## src/rtl/cs_input_cond.sv

```systemverilog
// ----------------------------------------------------------------------------
// cs_input_cond
//   Player-input conditioning between the joystick merge and the game core.
//   Raw button bits are synchronised into clk_sys, debounced per bit,
//   contradictory rotation is suppressed, and every coin press is shaped into
//   a single fixed-width pulse followed by a dead time.
//
// Ports
//   clk_sys    in  1  system clock, all logic on the rising edge
//   reset      in  1  asynchronous active-high reset
//   joy_in     in  8  raw buttons (0 right, 1 left, 4 thrust, 5 fire,
//                     6 start, 7 coin; 2-3 unused)
//   m_cw       out 1  rotate clockwise (right only)
//   m_ccw      out 1  rotate counter-clockwise (left only)
//   m_thrust   out 1  debounced thrust
//   m_fire     out 1  debounced fire
//   m_start    out 1  debounced start
//   m_coin     out 1  shaped coin pulse
//   coin_count out 8  coin pulses issued, mod 256
// ----------------------------------------------------------------------------
module cs_input_cond #(
    parameter int DEBOUNCE_CYCLES   = 250000,
    parameter int COIN_PULSE_CYCLES = 2500000,
    parameter int COIN_GAP_CYCLES   = 5000000
) (
    input  logic       clk_sys,
    input  logic       reset,
    input  logic [7:0] joy_in,
    output logic       m_cw,
    output logic       m_ccw,
    output logic       m_thrust,
    output logic       m_fire,
    output logic       m_start,
    output logic       m_coin,
    output logic [7:0] coin_count
);

    localparam int DB_W  = $clog2(DEBOUNCE_CYCLES + 1);
    localparam int T_MAX = (COIN_PULSE_CYCLES > COIN_GAP_CYCLES) ?
                           COIN_PULSE_CYCLES : COIN_GAP_CYCLES;
    localparam int TM_W  = $clog2(T_MAX + 1);

    localparam logic [DB_W-1:0] DB_LAST    = DB_W'(DEBOUNCE_CYCLES - 1);
    localparam logic [TM_W-1:0] PULSE_LAST = TM_W'(COIN_PULSE_CYCLES - 1);
    localparam logic [TM_W-1:0] GAP_LAST   = TM_W'(COIN_GAP_CYCLES - 1);

    // Internal bit order: 0 right, 1 left, 2 thrust, 3 fire, 4 start, 5 coin
    localparam int N_BITS = 6;

    typedef enum logic [1:0] {
        ST_IDLE     = 2'd0,
        ST_PULSE    = 2'd1,
        ST_GAP      = 2'd2,
        ST_WAIT_REL = 2'd3
    } coin_state_t;

    logic [N_BITS-1:0] raw_s;
    logic              unused_joy_s;
    logic [N_BITS-1:0] sync1_r;
    logic [N_BITS-1:0] sync2_r;
    logic [N_BITS-1:0] deb_r;
    logic [DB_W-1:0]   db_cnt_r [N_BITS];

    coin_state_t       coin_state_r;
    logic [TM_W-1:0]   coin_timer_r;
    logic [7:0]        coin_count_r;
    logic              m_coin_r;
    logic              m_cw_r;
    logic              m_ccw_r;
    logic              m_thrust_r;
    logic              m_fire_r;
    logic              m_start_r;

    assign raw_s        = {joy_in[7:4], joy_in[1:0]};
    assign unused_joy_s = ^joy_in[3:2];

    // Two-flop synchroniser for each used button bit
    always_ff @(posedge clk_sys or posedge reset) begin
        if (reset) begin
            sync1_r <= '0;
            sync2_r <= '0;
        end else begin
            sync1_r <= raw_s;
            sync2_r <= sync1_r;
        end
    end

    // Per-bit debouncer: the state only flips after DEBOUNCE_CYCLES
    // consecutive cycles of disagreement with the synced input
    always_ff @(posedge clk_sys or posedge reset) begin
        if (reset) begin
            deb_r <= '0;
            for (int i = 0; i < N_BITS; i++) begin
                db_cnt_r[i] <= '0;
            end
        end else begin
            for (int i = 0; i < N_BITS; i++) begin
                if (sync2_r[i] == deb_r[i]) begin
                    db_cnt_r[i] <= '0;
                end else if (db_cnt_r[i] == DB_LAST) begin
                    // This increment reaches DEBOUNCE_CYCLES: commit the new level
                    db_cnt_r[i] <= '0;
                    deb_r[i]    <= ~deb_r[i];
                end else begin
                    db_cnt_r[i] <= db_cnt_r[i] + DB_W'(1);
                end
            end
        end
    end

    // Registered rotation (conflict suppressed) and pass-through buttons
    always_ff @(posedge clk_sys or posedge reset) begin
        if (reset) begin
            m_cw_r     <= 1'b0;
            m_ccw_r    <= 1'b0;
            m_thrust_r <= 1'b0;
            m_fire_r   <= 1'b0;
            m_start_r  <= 1'b0;
        end else begin
            m_cw_r     <= deb_r[0] & ~deb_r[1];
            m_ccw_r    <= deb_r[1] & ~deb_r[0];
            m_thrust_r <= deb_r[2];
            m_fire_r   <= deb_r[3];
            m_start_r  <= deb_r[4];
        end
    end

    // Coin shaper: one pulse per press, dead time afterwards, and the coin
    // must be seen released before another press is accepted
    always_ff @(posedge clk_sys or posedge reset) begin
        if (reset) begin
            coin_state_r <= ST_IDLE;
            coin_timer_r <= '0;
            coin_count_r <= 8'd0;
            m_coin_r     <= 1'b0;
        end else begin
            case (coin_state_r)
                ST_IDLE: begin
                    if (deb_r[5]) begin
                        coin_state_r <= ST_PULSE;
                        coin_timer_r <= '0;
                        coin_count_r <= coin_count_r + 8'd1;
                        m_coin_r     <= 1'b1;
                    end else begin
                        m_coin_r     <= 1'b0;
                    end
                end
                ST_PULSE: begin
                    if (coin_timer_r == PULSE_LAST) begin
                        coin_state_r <= ST_GAP;
                        coin_timer_r <= '0;
                        m_coin_r     <= 1'b0;
                    end else begin
                        coin_timer_r <= coin_timer_r + TM_W'(1);
                        m_coin_r     <= 1'b1;
                    end
                end
                ST_GAP: begin
                    m_coin_r <= 1'b0;
                    if (coin_timer_r == GAP_LAST) begin
                        coin_state_r <= ST_WAIT_REL;
                        coin_timer_r <= '0;
                    end else begin
                        coin_timer_r <= coin_timer_r + TM_W'(1);
                    end
                end
                ST_WAIT_REL: begin
                    m_coin_r <= 1'b0;
                    if (!deb_r[5]) begin
                        coin_state_r <= ST_IDLE;
                    end else begin
                        coin_state_r <= ST_WAIT_REL;
                    end
                end
                default: begin
                    coin_state_r <= ST_IDLE;
                    coin_timer_r <= '0;
                    m_coin_r     <= 1'b0;
                end
            endcase
        end
    end

    assign m_cw       = m_cw_r;
    assign m_ccw      = m_ccw_r;
    assign m_thrust   = m_thrust_r;
    assign m_fire     = m_fire_r;
    assign m_start    = m_start_r;
    assign m_coin     = m_coin_r;
    assign coin_count = coin_count_r;

endmodule

```

## config.mk

```make
export PLATFORM = sky130hd
export DESIGN_NAME = cs_input_cond
export DESIGN_NICKNAME = d
export VERILOG_FILES = /design/src/rtl/cs_input_cond.sv
export SDC_FILE = /design/constraint.sdc
export NUM_CORES = 1
export LEC_CHECK = 0
export CAP_MARGIN = 20
export CORE_MARGIN = 10
export CORE_UTILIZATION = 50
export DETAILED_ROUTE_END_ITERATION = 10
export PLACE_DENSITY = 0.67
export SLEW_MARGIN = 30
export SYNTH_ARGS = -nofsm -noshare
export SYNTH_HDL_FRONTEND = slang
export SYNTH_SLANG_ARGS = --single-unit
export TNS_END_PERCENT = 20
```

## constraint.sdc

```tcl
create_clock -name clk_sys -period 17 [get_ports clk_sys]
set_input_delay 3.4 -clock clk_sys [delete_from_list [all_inputs] [get_ports clk_sys]]
set_output_delay 3.4 -clock clk_sys [all_outputs]
set_load 0.005 [all_outputs]
```

# Word level (Yosys, flattened, before mapping)
# Index checks and enable logic that the tools add are counted.
# word_totals
regBits	165
input_bits	10
out_inout_bits	14
wordCells	101
# classes
n_addsub	8
n_eq_ne	20
n_mux	24
bitwise_logic	14
n_reduce_logical	12
# ops
cell	n
18-bit two-way mux	12
18-bit by 1-bit adder with 18-bit output, second input constant	6
18-bit equality test, second input constant	6
23-bit two-way mux	3
23-bit one-hot mux with 3 select lines	1
23-bit by 1-bit adder with 23-bit output, second input constant	1
23-bit by 22-bit equality test with 1-bit output, second input constant	1
23-bit equality test, second input constant	1
2-bit AND reduction	8
1-bit inverter	12
8-bit by 1-bit adder with 8-bit output, second input constant	1
2-bit two-way mux	4
2-bit one-hot mux with 4 select lines	1
1-bit equality test	6
2-bit != test, second input constant	3
2-bit equality test, second input constant	2
1-bit one-hot mux with 3 select lines	1
3-bit AND reduction	1
3-bit nonzero test	1
1-bit bitwise AND	2
2-bit by 1-bit equality test with 1-bit output, second input constant	1
2-bit zero test	1
1-bit two-way mux	2
2-bit OR reduction	1

# Longest topological paths before layout
# logic_depth
depth_word	3
depth_mapped	8
depth_no_buf	7

# Least setup slack after synthesis
# OpenSTA, ideal clock, no wires.
# synth_timing
path_type	reg-to-output
startpoint	reg coin_count_r[3], in the netlist coin_count[3]
endpoint	out coin_count[3]
t_arrival_ns	0.397
t_required_ns	13.600
path_slack_ns	13.203
stages_incl_launch_ff	1
path_buffers	0
cell_sequence	dfrtp_1
# synth_lines
item	line	rtl
from (decl)	66	logic [7:0] coin_count_r;
from (signal assigned)	142	coin_count_r <= coin_count_r + 8'd1;
to (decl)	35	output logic [7:0] coin_count
# No word-level cell between the ends.

# Final worst setup path
# layout_timing
startpoint	reg coin_count_r[3], in the netlist coin_count[3]
endpoint	out coin_count[3]
# No word-level cell between the ends.

==> run summary <==
Post-cts resize count - 0
Number of global-route vias before repair - 5512
Mapped Cells - 767
Slowest cell on the critical path - clkdlybuf4s50_1
Largest net degree at the start of global routing - 85
Most used DFF post-synth - dfrtp_1
Commonest non-fill, non-tap cell in the layout - dfrtp_1
Util after Layout - 0.577
DR pass1 iterations - 4
Drt wl/cell - 14.3 um
Status - completed
Number of max-cap violations - 0
Inst Count DP - 961
Clock tree buffer depth - 2
Die span in x - 145 um
Top delay family on crit path - buffers and inverters
Die Y - 145 um
Final net count - 815
GRT Total Usage - 0.148
Post-Synthesis Cell Area - 7760 um^2
Peak supply drop - 0.0000680 V
Post-DP HPWL - 9370 um
Min-delay worst type - flop to flop
Yosys warning count - 0
Post-CTS setup buffers - 0
Gr ovfl total - 0
FF+latch count, synth - 165
Max Fclk - 0.209 GHz
CTS tree - done
I/O pin cnt - 24
Initial Utilization - 0.511
Sequential area share after synthesis - 0.532
Netlist cell types - 40
Final setup fails - 0
Synth top area share - 0.532
Ant. Diodes - 0
First-pass GRT wire length - 25300 um
Worst setup SP type - flop
Final Wtd Congestion - 0.876
Initial antenna violation count - 0
Final Skew - 0.00743 ns
Power per cell area - 93.7 nW/um^2
Mapped Nets - 790
Port Buffers - 21
Initial DRC Count - 312
Die area - 20900 um^2
Crit Path Max Fanout - 5
Total wire length - 14200 um
Core ar. - 15200 um^2
Synth async-reset ratio - 1.00
Period utilisation layout - 0.281
Critical Path AT - 1.38 ns
RSZ-0062 raised after global routing - false
Clock transition at the registers of the reported paths - 0.06 ns
Critical path endpoint category - primary output
Post-Layout Cell Count - 993
Worst Max-Slew Pin Slew - 0.752 ns
Synthesis-to-finish area growth - 13.0%
Most frequent cells in the layout - 165 x dfrtp_1, 133 x nor2_1, 74 x xnor2_1
Worst path bufs/invs - 1
Fin crit period - 4.78 ns
Kind of critical path - flop to primary output
Post-route ant nets - 0
Crit path cell chain - clkdlybuf4s50_1
Synth area leaders - dfrtp_1 53%, xnor2_1 8.4%, nor2_1 6.5%, xor2_1 5.5%, nand3_1 3.6%
Vias - 5405
TritonCTS Buffers - 17
Drt drc - 0
H-Tree Depth - 4
Clock Sinks - 165
Fin. Hold Viols - 0
Avg Cell Area, Syn - 10.1 um^2
Area leader, netlist - dfrtp_1
Static Leak - 3.71 nW
Max stage delay on crit path - 0.55 ns
Slew headroom - 0.495
Fraction of layout cells with a size suffix above 1 - 0.0559
Setup TNS - 0 ns
Clock root cell - clkbuf_16
Via density - 5.44
Count of flip-flops with a built-in enable after synthesis - 0
Total power - 0.822 mW
Max-slew violations - 0
Critical path required time - 13.60 ns
Hold Buf Count CTS - 0
Skew-Pair Late Insertion Delay - 0.42 ns
# rows - 45
-- cells in the mapped netlist (all sizes together), types with 2 or more instances --
| cell | count |
|---|---|
| and3 | 16 |
| nor3 | 30 |
| nor4 | 17 |
| nor2b | 6 |
| mux2i | 2 |
| ha | 13 |
| mux2 | 8 |
| clkbuf | 9 |
| or3 | 2 |
| o221ai | 3 |
| xor2 | 49 |
| nor3b | 2 |
| nor2 | 134 |
| dfrtp | 165 |
| nand2b | 5 |
| a21oi | 16 |
| inv | 20 |
| and2 | 5 |
| nand3b | 4 |
| o21ai | 5 |
| o211ai | 3 |
| nand2 | 54 |
| nor4bb | 4 |
| buf | 8 |
| or2 | 6 |
| nand3 | 56 |
| nor4b | 5 |
| and4 | 18 |
| xnor2 | 74 |
| nand4 | 19 |
-- per-layer routing --
| layer | GRT usage | routed length (um) |
|---|---|---|
| met1 | 0.187 | 6690 |
| met2 | 0.238 | 6920 |
| met3 | 0.0410 | 437 |
| met4 | 0.0537 | 191 |
| met5 | 0 | 0 |
-- final timing paths --
check,startpoint,endpoint,slack [ns],cells after the start
max,coin_count[3],coin_count[3],12.22,1
min,sync1_r[4],sync2_r[4],0.35,0
max reg2reg,coin_timer_r[0],coin_timer_r[18],14.58,7
min reg2reg,sync1_r[4],sync2_r[4],0.35,0
max in group asynchronous,reset,db_cnt_r[17],12.34,3
min in group asynchronous,reset,m_coin,3.47,2
-- cell type report --
cell class                      instances  area (um^2)
Clock inverter                          9          151
Timing Repair Buffer                   23          229
Multi-Input combinational cell        565         3490
Tap cell                              188          235
Inverter                               20         80.1
Clock buffer                           23          458
Fill cell                            1283         6430
Sequential cell                       165         4130
-- logic make-up after synthesis --
family | synth area share
simple gates | 0.250
flops | 0.532
xor+xnor | 0.139
buf+inv | 0.0190
compound gates | 0.0253
fa+ha+maj | 0.0210
mux | 0.0142
-- per-stage QoR --
step	setup slack (ns)	cell area, um^2	hold slack (ns)
6_report	12.22	8770	0.347
5_1_grt	12.04	8770	0.362
4_1_cts	12.19	8770	0.349
3_5_place_dp	11.78	8160	0.335
3_3_place_gp	11.52	8150	0.333
2_1_floorplan	9.14	7760	0.331
-- state kept, by name (all words and copies together), names as in the netlist, 2 cells and up --
name and count:
coin_count 8, coin_state_r 2, coin_timer_r 23, db_cnt_r 108, deb_r 6, sync1_r 6
sync2_r 6
-- where the power goes --
group,internal [mW],switching [mW]
sequential,0.398,0.00372
combinational,0.00564,0.0143
clock,0.249,0.151
Power figures use the tool's default switching activity.
